### src/rtl/video_timing_meas.sv
// -----------------------------------------------------------------------------
// video_timing_meas
//
// Purpose:
//   Video timing analyser running on the pixel clock. It measures line period,
//   active pixels per line, lines per frame and active lines per frame from
//   hs/vs/de, and provides live pixel coordinates. A lock detector reports when
//   several consecutive frames measure identically. A line-clock timeout drops
//   the measurement state when hs disappears.
//
// Parameters:
//   CNT_W        width of all counters and measurement outputs
//   HS_POL       1: hs active-high, 0: hs active-low
//   VS_POL       1: vs active-high, 0: vs active-low
//   LOCK_FRAMES  consecutive identical frames required for o_locked (>=1)
//
// Ports:
//   clk           pixel clock
//   rst_n         asynchronous active-low reset
//   i_hs          horizontal sync (polarity per HS_POL)
//   i_vs          vertical sync (polarity per VS_POL)
//   i_de          data enable, active-high
//   o_pix_x       de cycles since the last hs edge (wraps)
//   o_pix_y       hs edges since the last vs edge (wraps)
//   o_h_total     clocks per line, published once per frame
//   o_h_active    de clocks per line, published once per frame
//   o_v_total     lines per frame
//   o_v_active    lines containing at least one de cycle
//   o_meas_valid  measurement outputs hold a complete frame
//   o_locked      LOCK_FRAMES consecutive matching frames seen
//   o_frame_stb   1-cycle pulse: measurement outputs just updated
//   o_timeout     1-cycle pulse: line clock counter reached all-ones
// -----------------------------------------------------------------------------
module video_timing_meas #(
    parameter int CNT_W       = 16,
    parameter bit HS_POL      = 1'b1,
    parameter bit VS_POL      = 1'b1,
    parameter int LOCK_FRAMES = 2
) (
    input  logic             clk,
    input  logic             rst_n,
    input  logic             i_hs,
    input  logic             i_vs,
    input  logic             i_de,
    output logic [CNT_W-1:0] o_pix_x,
    output logic [CNT_W-1:0] o_pix_y,
    output logic [CNT_W-1:0] o_h_total,
    output logic [CNT_W-1:0] o_h_active,
    output logic [CNT_W-1:0] o_v_total,
    output logic [CNT_W-1:0] o_v_active,
    output logic             o_meas_valid,
    output logic             o_locked,
    output logic             o_frame_stb,
    output logic             o_timeout
);

    localparam logic [CNT_W-1:0] CNT_MAX = '1;
    localparam logic [CNT_W-1:0] CNT_PRE = CNT_MAX - 1'b1;
    localparam int               MATCH_W = (LOCK_FRAMES < 1) ? 1 : $clog2(LOCK_FRAMES + 1);
    localparam logic [MATCH_W-1:0] MATCH_MAX = MATCH_W'(LOCK_FRAMES);

    // Window state: IDLE waits for a vs edge to open a window, OPEN has a
    // window running but nothing published yet, VALID has published at least
    // one complete frame.
    typedef enum logic [1:0] {
        ST_IDLE  = 2'd0,
        ST_OPEN  = 2'd1,
        ST_VALID = 2'd2
    } state_t;

    // Saturating increment: internal counters must never wrap.
    function automatic logic [CNT_W-1:0] sat_inc(input logic [CNT_W-1:0] v);
        return (v == CNT_MAX) ? v : v + 1'b1;
    endfunction

    state_t              r_state;
    state_t              w_state_next;

    logic                r_hs_d;
    logic                r_vs_d;
    logic [CNT_W-1:0]    r_line_clk;
    logic [CNT_W-1:0]    r_de_line;
    logic [CNT_W-1:0]    r_h_tot_l;
    logic [CNT_W-1:0]    r_h_act_l;
    logic [CNT_W-1:0]    r_line_cnt;
    logic [CNT_W-1:0]    r_act_cnt;
    logic [CNT_W-1:0]    r_pix_x;
    logic [CNT_W-1:0]    r_pix_y;
    logic [CNT_W-1:0]    r_h_total;
    logic [CNT_W-1:0]    r_h_active;
    logic [CNT_W-1:0]    r_v_total;
    logic [CNT_W-1:0]    r_v_active;
    logic [MATCH_W-1:0]  r_match_cnt;
    logic                r_locked;
    logic                r_frame_stb;
    logic                r_timeout;

    logic                w_hs_n;
    logic                w_vs_n;
    logic                w_hs_edge;
    logic                w_vs_edge;
    logic                w_de_line_nz;
    logic                w_timeout_hit;
    logic                w_publish;
    logic                w_all_match;
    logic [MATCH_W-1:0]  w_match_next;

    // Sync normalisation and rising-edge detection on the active level.
    // The delayed samples reset to 1, so a sync held active through reset
    // release does not produce an edge.
    assign w_hs_n       = HS_POL ? i_hs : ~i_hs;
    assign w_vs_n       = VS_POL ? i_vs : ~i_vs;
    assign w_hs_edge    = w_hs_n & ~r_hs_d;
    assign w_vs_edge    = w_vs_n & ~r_vs_d;
    assign w_de_line_nz = (r_de_line != '0);

    // The line clock reaches all-ones on the next edge exactly when it sits one
    // below and no hs edge resets it; registering this gives a single pulse in
    // the cycle the counter shows all-ones, never repeated while saturated.
    assign w_timeout_hit = ~w_hs_edge & (r_line_clk == CNT_PRE);

    // Compare the candidate frame (pre-update latches) with the published one.
    assign w_all_match = (r_line_cnt == r_v_total)  &&
                         (r_act_cnt  == r_v_active) &&
                         (r_h_tot_l  == r_h_total)  &&
                         (r_h_act_l  == r_h_active);

    always_ff @(posedge clk or negedge rst_n) begin
        if (!rst_n) begin
            r_state <= ST_IDLE;
        end else begin
            r_state <= w_state_next;
        end
    end

    always_comb begin
        w_state_next = r_state;
        w_publish    = 1'b0;
        w_match_next = r_match_cnt;
        if (w_timeout_hit) begin
            // Losing hs invalidates everything; a fresh window is needed.
            w_state_next = ST_IDLE;
            w_match_next = '0;
        end else if (w_vs_edge) begin
            case (r_state)
                ST_IDLE: begin
                    w_state_next = ST_OPEN;
                    w_match_next = '0;
                end
                ST_OPEN: begin
                    w_state_next = ST_VALID;
                    w_publish    = 1'b1;
                    w_match_next = '0;
                end
                ST_VALID: begin
                    w_state_next = ST_VALID;
                    w_publish    = 1'b1;
                    if (w_all_match) begin
                        w_match_next = (r_match_cnt == MATCH_MAX) ? MATCH_MAX
                                                                  : r_match_cnt + 1'b1;
                    end else begin
                        w_match_next = '0;
                    end
                end
                default: begin
                    w_state_next = ST_IDLE;
                    w_match_next = '0;
                end
            endcase
        end
    end

    // Sync history.
    always_ff @(posedge clk or negedge rst_n) begin
        if (!rst_n) begin
            r_hs_d <= 1'b1;
            r_vs_d <= 1'b1;
        end else begin
            r_hs_d <= w_hs_n;
            r_vs_d <= w_vs_n;
        end
    end

    // Per-line measurement. The edge cycle's de belongs to the new line.
    always_ff @(posedge clk or negedge rst_n) begin
        if (!rst_n) begin
            r_line_clk <= '0;
            r_de_line  <= '0;
            r_h_tot_l  <= '0;
            r_h_act_l  <= '0;
            r_timeout  <= 1'b0;
        end else begin
            r_timeout <= w_timeout_hit;
            if (w_hs_edge) begin
                r_line_clk <= '0;
                r_de_line  <= CNT_W'(i_de);
                r_h_tot_l  <= sat_inc(r_line_clk);
                r_h_act_l  <= r_de_line;
            end else begin
                r_line_clk <= sat_inc(r_line_clk);
                if (i_de) begin
                    r_de_line <= sat_inc(r_de_line);
                end
            end
        end
    end

    // Live pixel coordinates; these are allowed to wrap.
    always_ff @(posedge clk or negedge rst_n) begin
        if (!rst_n) begin
            r_pix_x <= '0;
            r_pix_y <= '0;
        end else begin
            if (w_hs_edge) begin
                r_pix_x <= '0;
            end else if (i_de) begin
                r_pix_x <= r_pix_x + 1'b1;
            end
            if (w_vs_edge) begin
                r_pix_y <= '0;
            end else if (w_hs_edge) begin
                r_pix_y <= r_pix_y + 1'b1;
            end
        end
    end

    // Frame window counters. An hs edge coincident with the vs edge starts
    // the new window, so it seeds the counters instead of closing the old one.
    always_ff @(posedge clk or negedge rst_n) begin
        if (!rst_n) begin
            r_line_cnt <= '0;
            r_act_cnt  <= '0;
        end else if (w_vs_edge) begin
            r_line_cnt <= CNT_W'(w_hs_edge);
            r_act_cnt  <= CNT_W'(w_hs_edge & w_de_line_nz);
        end else if (w_hs_edge) begin
            r_line_cnt <= sat_inc(r_line_cnt);
            if (w_de_line_nz) begin
                r_act_cnt <= sat_inc(r_act_cnt);
            end
        end
    end

    // Published measurements and lock status. Values hold through a timeout.
    always_ff @(posedge clk or negedge rst_n) begin
        if (!rst_n) begin
            r_h_total   <= '0;
            r_h_active  <= '0;
            r_v_total   <= '0;
            r_v_active  <= '0;
            r_match_cnt <= '0;
            r_locked    <= 1'b0;
            r_frame_stb <= 1'b0;
        end else begin
            r_frame_stb <= w_publish;
            r_match_cnt <= w_match_next;
            r_locked    <= (w_match_next == MATCH_MAX);
            if (w_publish) begin
                r_h_total  <= r_h_tot_l;
                r_h_active <= r_h_act_l;
                r_v_total  <= r_line_cnt;
                r_v_active <= r_act_cnt;
            end
        end
    end

    assign o_pix_x      = r_pix_x;
    assign o_pix_y      = r_pix_y;
    assign o_h_total    = r_h_total;
    assign o_h_active   = r_h_active;
    assign o_v_total    = r_v_total;
    assign o_v_active   = r_v_active;
    assign o_meas_valid = (r_state == ST_VALID);
    assign o_locked     = r_locked;
    assign o_frame_stb  = r_frame_stb;
    assign o_timeout    = r_timeout;

endmodule

### config.mk
export PLATFORM = sky130hd
export DESIGN_NAME = video_timing_meas
export DESIGN_NICKNAME = d
export VERILOG_FILES = /design/src/rtl/video_timing_meas.sv
export SDC_FILE = /design/constraint.sdc
export NUM_CORES = 1
export LEC_CHECK = 0
export CAP_MARGIN = 25
export CORE_ASPECT_RATIO = 1.1
export CORE_MARGIN = 5
export CORE_UTILIZATION = 34
export DETAILED_ROUTE_END_ITERATION = 10
export PLACE_DENSITY_LB_ADDON = 0.1
export SKIP_LAST_GASP = 1
export SYNTH_ARGS = -nofsm -noshare
export SYNTH_HDL_FRONTEND = slang
export SYNTH_SLANG_ARGS = --single-unit
### constraint.sdc
create_clock -name clk -period 5.1 [get_ports clk]
set_input_delay 0.765 -clock clk [delete_from_list [all_inputs] [get_ports clk]]
set_output_delay 0.765 -clock clk [all_outputs]
set_load 0.02 [all_outputs]
# Yosys cells after proc, flatten, opt, wreduce, memory -nomap -nowiden
# Cells that the tools add are included.
[totals]
register_bits = 201
input_bits = 5
output_inout_bits = 100
wordCells = 89
[op_classes]
addsub = 7
eq_ne = 16
n_mux = 27
bitwise = 7
n_reduce_logical = 13
[op_table]
columns = ["operator", "n"]
rows = [
  ["two-way mux 16 bit", 16],
  ["adder 16 x 1 -> 16 bit (second input constant)", 6],
  ["equality test 16 bit (second input constant)", 5],
  ["equality test 16 bit", 4],
  ["nonzero test 16 bit", 1],
  ["two-way mux 2 bit", 7],
  ["nonzero test 2 bit", 4],
  ["equality test 2 bit (second input constant)", 3],
  ["!= test 2 bit (second input constant)", 3],
  ["AND 1 bit", 4],
  ["one-hot mux 2 bit (2 select lines)", 1],
  ["AND reduction 2 bit", 2],
  ["logical AND 1 bit", 3],
  ["two-way mux 1 bit", 3],
  ["inverter 1 bit", 3],
  ["AND reduction 3 bit", 1],
  ["adder 2 x 1 -> 2 bit (second input constant)", 1],
  ["equality test 2 x 1 -> 1 bit (second input constant)", 1],
  ["zero test 2 bit", 1],
  ["OR reduction 2 bit", 1],
]

# Depth between registers and ports, before layout
[logic_depth]
depth_word = 9
mapped_depth = 9

# Worst setup path before layout
# Ideal clock, no wire load.
[synth_timing]
path_type = "input port to flip-flop"
startpoint = "in i_hs"
endpoint = "reg r_act_cnt[8]"
setup_ns = 0.132
arrival_ns = 1.939
required_ns = 4.968
path_slack_ns = 3.029
path_stages = 7
cell_sequence = "nand2b_1 a41o_1 a31oi_1 buf_2 nand4_1 xor2_1 nor2_1"
[synth_between]
elab_chain_cells = 3
[synth_rtl]
columns = ["element", "line_no", "source"]
rows = [
  ["start, declared", "42", "input logic i_hs,"],
  ["AND 1 bit", "113", "assign w_hs_edge = w_hs_n & ~r_hs_d;"],
  ["nonzero test 2 bit (no line)", "n/a", ""],
  ["AND reduction 3 bit (no line)", "n/a", ""],
  ["end signal, assigned", "235", "r_act_cnt <= CNT_W'(w_hs_edge & w_de_line_nz);"],
  ["end signal, assigned", "239", "r_act_cnt <= sat_inc(r_act_cnt);"],
  ["end, declared", "86", "logic [CNT_W-1:0] r_act_cnt;"],
]
# No other way between the ends.
# A chain may end at the register's enable or synchronous reset.

# Worst setup path in the final report
[layout_timing]
startpoint = "in i_hs"
endpoint = "reg r_v_active[9], in the netlist o_v_active[9]"
[layout_between]
elab_chain_cells = 4
[layout_rtl]
columns = ["element", "line_no", "source"]
rows = [
  ["AND 1 bit", "113", ""],
  ["inverter 1 bit", "120", "assign w_timeout_hit = ~w_hs_edge & (r_line_clk == CNT_PRE);"],
  ["AND 1 bit", "120", ""],
  ["via w_timeout_hit", "103", "logic w_timeout_hit;"],
  ["two-way mux 1 bit", "140", "if (w_timeout_hit) begin"],
  ["end signal, assigned", "262", "r_v_active <= r_act_cnt;"],
  ["end, declared", "92", "logic [CNT_W-1:0] r_v_active;"],
]
# The timed path passes the listed nets, and every way through them passes these cells.

==> impl_results.md <==
- Synth cell types: 51
- CP peak stage delay: 0.52 ns
- GPL Wtd Cong: 0.7787
- Power share of the combinational group: 19.5%
- CTS H-Tree Depth: 1
- Syn nets: 893
- Die X: 170.1 um
- CP Launch Type: input pin
- GRT Util Overall: 14.65%
- Setup Viol. Count Final: 0
- Reg area: 5032 um2
- CP Depth: 7
- Worst Path Buf+Inv: 2
- Clk sinks: 201
- Grt total ovfl: 0
- Switching power: 1.239 mW
- Antenna Cells: 0
- Initial Util: 34.51%
- # rows: 64
- Status: finished clean
- Resize count post-CTS: 0
- Most area-consuming cells after synthesis: dfrtp_1 (52%), mux2_4 (7.7%), xor2_1 (6.6%)
- Setup Crit Path Kind: in -> reg
- IO buf count: 104
- Vias in the first global route: 6623
- CTS Buf Count: 24
- Fmax: 338.1 MHz
- Initial antenna violation count: 0
- Clock power frac: 36.7%
- Final Cycle Share: 58.00%
- Setup bufs post-CTS: 0
- Routed WL: 23050 um
- Cell count after synthesis: 877
- Synthesized area per cell: 10.93 um2
- Synth Flop Type: dfrtp_1
- Hold Crit Class: in -> async
- Wirelength per Cell: 16.97 um
- Hold-fix buffers at CTS: 0
- Top cell type's share of synthesized area: 51.94%
- Final core utilization: 42.13%
- Multi-input logic area: 4345 um2
- CP max FO: 54
- Int Pwr: 3.013 mW
- Setup TNS Final: 0 ns
- Slew @ Worst Pin: 0.8874 ns
- Largest delay share family, worst path: simple AND/OR/NAND/NOR gates
- Final hold vios: 0
- Sequential share of the synthesized area: 52.49%
- Post-synth EDFFs: 0
- Area delta synth->final: 22.09%
- TritonCTS clock tree: built
- Synth area leader: dfrtp_1
- Root buffer cell: clkbuf_16
- Synthesis warning total: 0
- Worst skew pair latency: 0.50 ns
- RSZ-0062 raised after global routing: false
- Placeable core area: 27790 um2
- Final worst setup slack: 2.142 ns
- Skew final: 0.007915 ns
- Leakage power: 5.250 nW
- Largest net degree at the start of global routing: 107
- Slowest cell on the critical path: clkdlybuf4s50_1
- DRT iter0 DRCs: 301
- Hold WS: 0.3455 ns
- CP arrival: 3.34 ns
- Setup crit end kind: flop
- Drt pass-1 iters: 4
- Mapped Area: 9588 um2
- Worst path cell trace: clkdlybuf4s50_1 -> nand2b_2 -> nand2_1 -> nor4_4 -> nor2_4 -> buf_12 -> mux2_2
- PwrDens: 363.2 nW/um2
- FILL cells: 2709
- DR vias/cell: 4.776
- Switching share of power: 29.14%
- Layout cells sized above 1: 9.950%
- MaxCap Viol Count: 0
- Vias: 6486
- Global-route wire length before repair: 37320 um
- Final net count: 994
- CTS clock-pin slew for the worst setup and hold paths: 0.06 ns
- Sequential fraction of design power: 43.8%
- Final Total Pwr: 4.251 mW
- DRT antenna net count: 0
- Die Ht: 186.1 um
- Worst IR Drop VDD: 0.1718 mV
- Worst path required time: 5.48 ns
- Slew HR: 40.84%
- Tmin final: 2.958 ns
- Ys async rst share: 100.0%
- R2R depth: 6
- Final slew viol count: 0
- DP Worst Slack: 1.590 ns
- Post-DP HPWL: 15810 um
- Clock Tree Buf Depth: 3
- Remaining design rule violation count: 0
- Die footprint: 31660 um2
- Flops & latches, synth: 201
- Top Ports: 105
==> Yosys cell counts (all sizes together) (2+ instances only) <==
master / instances
a21oi: 12
a31oi: 3
and2: 4
and3: 18
and4: 5
buf: 9
clkbuf: 26
dfrtp: 199
dfstp: 2
ha: 11
inv: 14
mux2: 64
mux2i: 3
nand2: 98
nand2b: 2
nand3: 36
nand4: 40
nor2: 103
nor2b: 2
nor3: 12
nor4: 12
o21ai: 35
or3: 9
xnor2: 69
xor2: 72
==> final timing paths <==
check | start | to | slack, ns
worst max-delay path | i_hs | o_v_active[9] | 2.14
worst min-delay path | rst_n | o_pix_x[15] | 0.35
worst max register to register | o_h_total[11] | o_locked | 2.33
worst min register to register | r_match_cnt[0] | o_locked | 0.49
max in group asynchronous | rst_n | o_v_active[10] | 3.69
min in group clk | r_match_cnt[0] | o_locked | 0.49
==> metrics by stage <==
stage | cell area, um2 | instances
finish | 11710 | 1358
global route | 11710 | 1358
CTS | 11710 | 1358
detailed placement | 11000 | 1315
global placement | 11000 | 1315
floorplan | 9588 | 877
==> sequential cells by signal, indices dropped and copies added, names as in the netlist, 2 cells and up <==
signal and count:
r_h_tot_l 16, o_h_total 16, r_de_line 16, r_act_cnt 16
r_line_clk 16, r_h_act_l 16, o_v_active 16, r_line_cnt 16
o_pix_x 16, o_v_total 16, r_state 2, r_match_cnt 2
o_pix_y 16, o_h_active 16
==> cells in the final DEF, fill, tap and decap left out, drive strengths merged, types with 5 or more instances in the layout <==
| cell type | count |
|---|---|
| ha | 11 |
| and3 | 18 |
| nor4 | 12 |
| nand2 | 98 |
| nand4 | 40 |
| and4 | 5 |
| nor2 | 103 |
| inv | 14 |
| a21oi | 12 |
| xor2 | 72 |
| clkdlybuf4s50 | 103 |
| buf | 6 |
| dfrtp | 199 |
| mux2 | 64 |
| nor3 | 12 |
| clkbuf | 41 |
| nand3 | 36 |
| or3 | 9 |
| o21ai | 35 |
| xnor2 | 69 |
==> per-layer routing <==
metal / up-vias / global-route usage (%) / share of wire (%)
li1: 3199 / - / -
met5: - / 0 / 0
met1: 3165 / 21.12 / 49
met2: 94 / 23.48 / 46
met3: 28 / 2.103 / 3.4
met4: 0 / 3.514 / 1.7
==> kinds of logic after synthesis <==
group	after synthesis	synth area share, %
flip-flops	201	52.49
adder cells (fa/ha/maj)	11	1.435
AO/OA/AOI/OAI	61	3.706
XOR/XNOR	141	12.88
multiplexers	67	9.748
buffers and inverters	49	2.427
AND/OR/NAND/NOR	347	17.32
==> layout make-up <==
| type | count | area share [%] |
|---|---|---|
| Multi-Input combinational cell | 627 | 37.12 |
| Timing Repair Buffer | 110 | 9.523 |
| Clock buffer | 40 | 5.911 |
| Inverter | 14 | 0.4489 |
| Sequential cell | 201 | 42.99 |
| Tap cell | 363 | 3.880 |
| Clock inverter | 3 | 0.1283 |
==> power by group through the flow <==
stage | clock, mW | sequential, mW | combinational, mW
finish | 1.56 | 1.86 | 0.829
global route | 1.69 | 1.89 | 0.906
CTS | 1.62 | 1.87 | 0.848
detailed placement | 0 | 1.89 | 0.844
global placement | 0 | 1.89 | 0.840
floorplan | 0 | 1.93 | 0.452
Note: power is estimated with default switching activity, not from simulation.
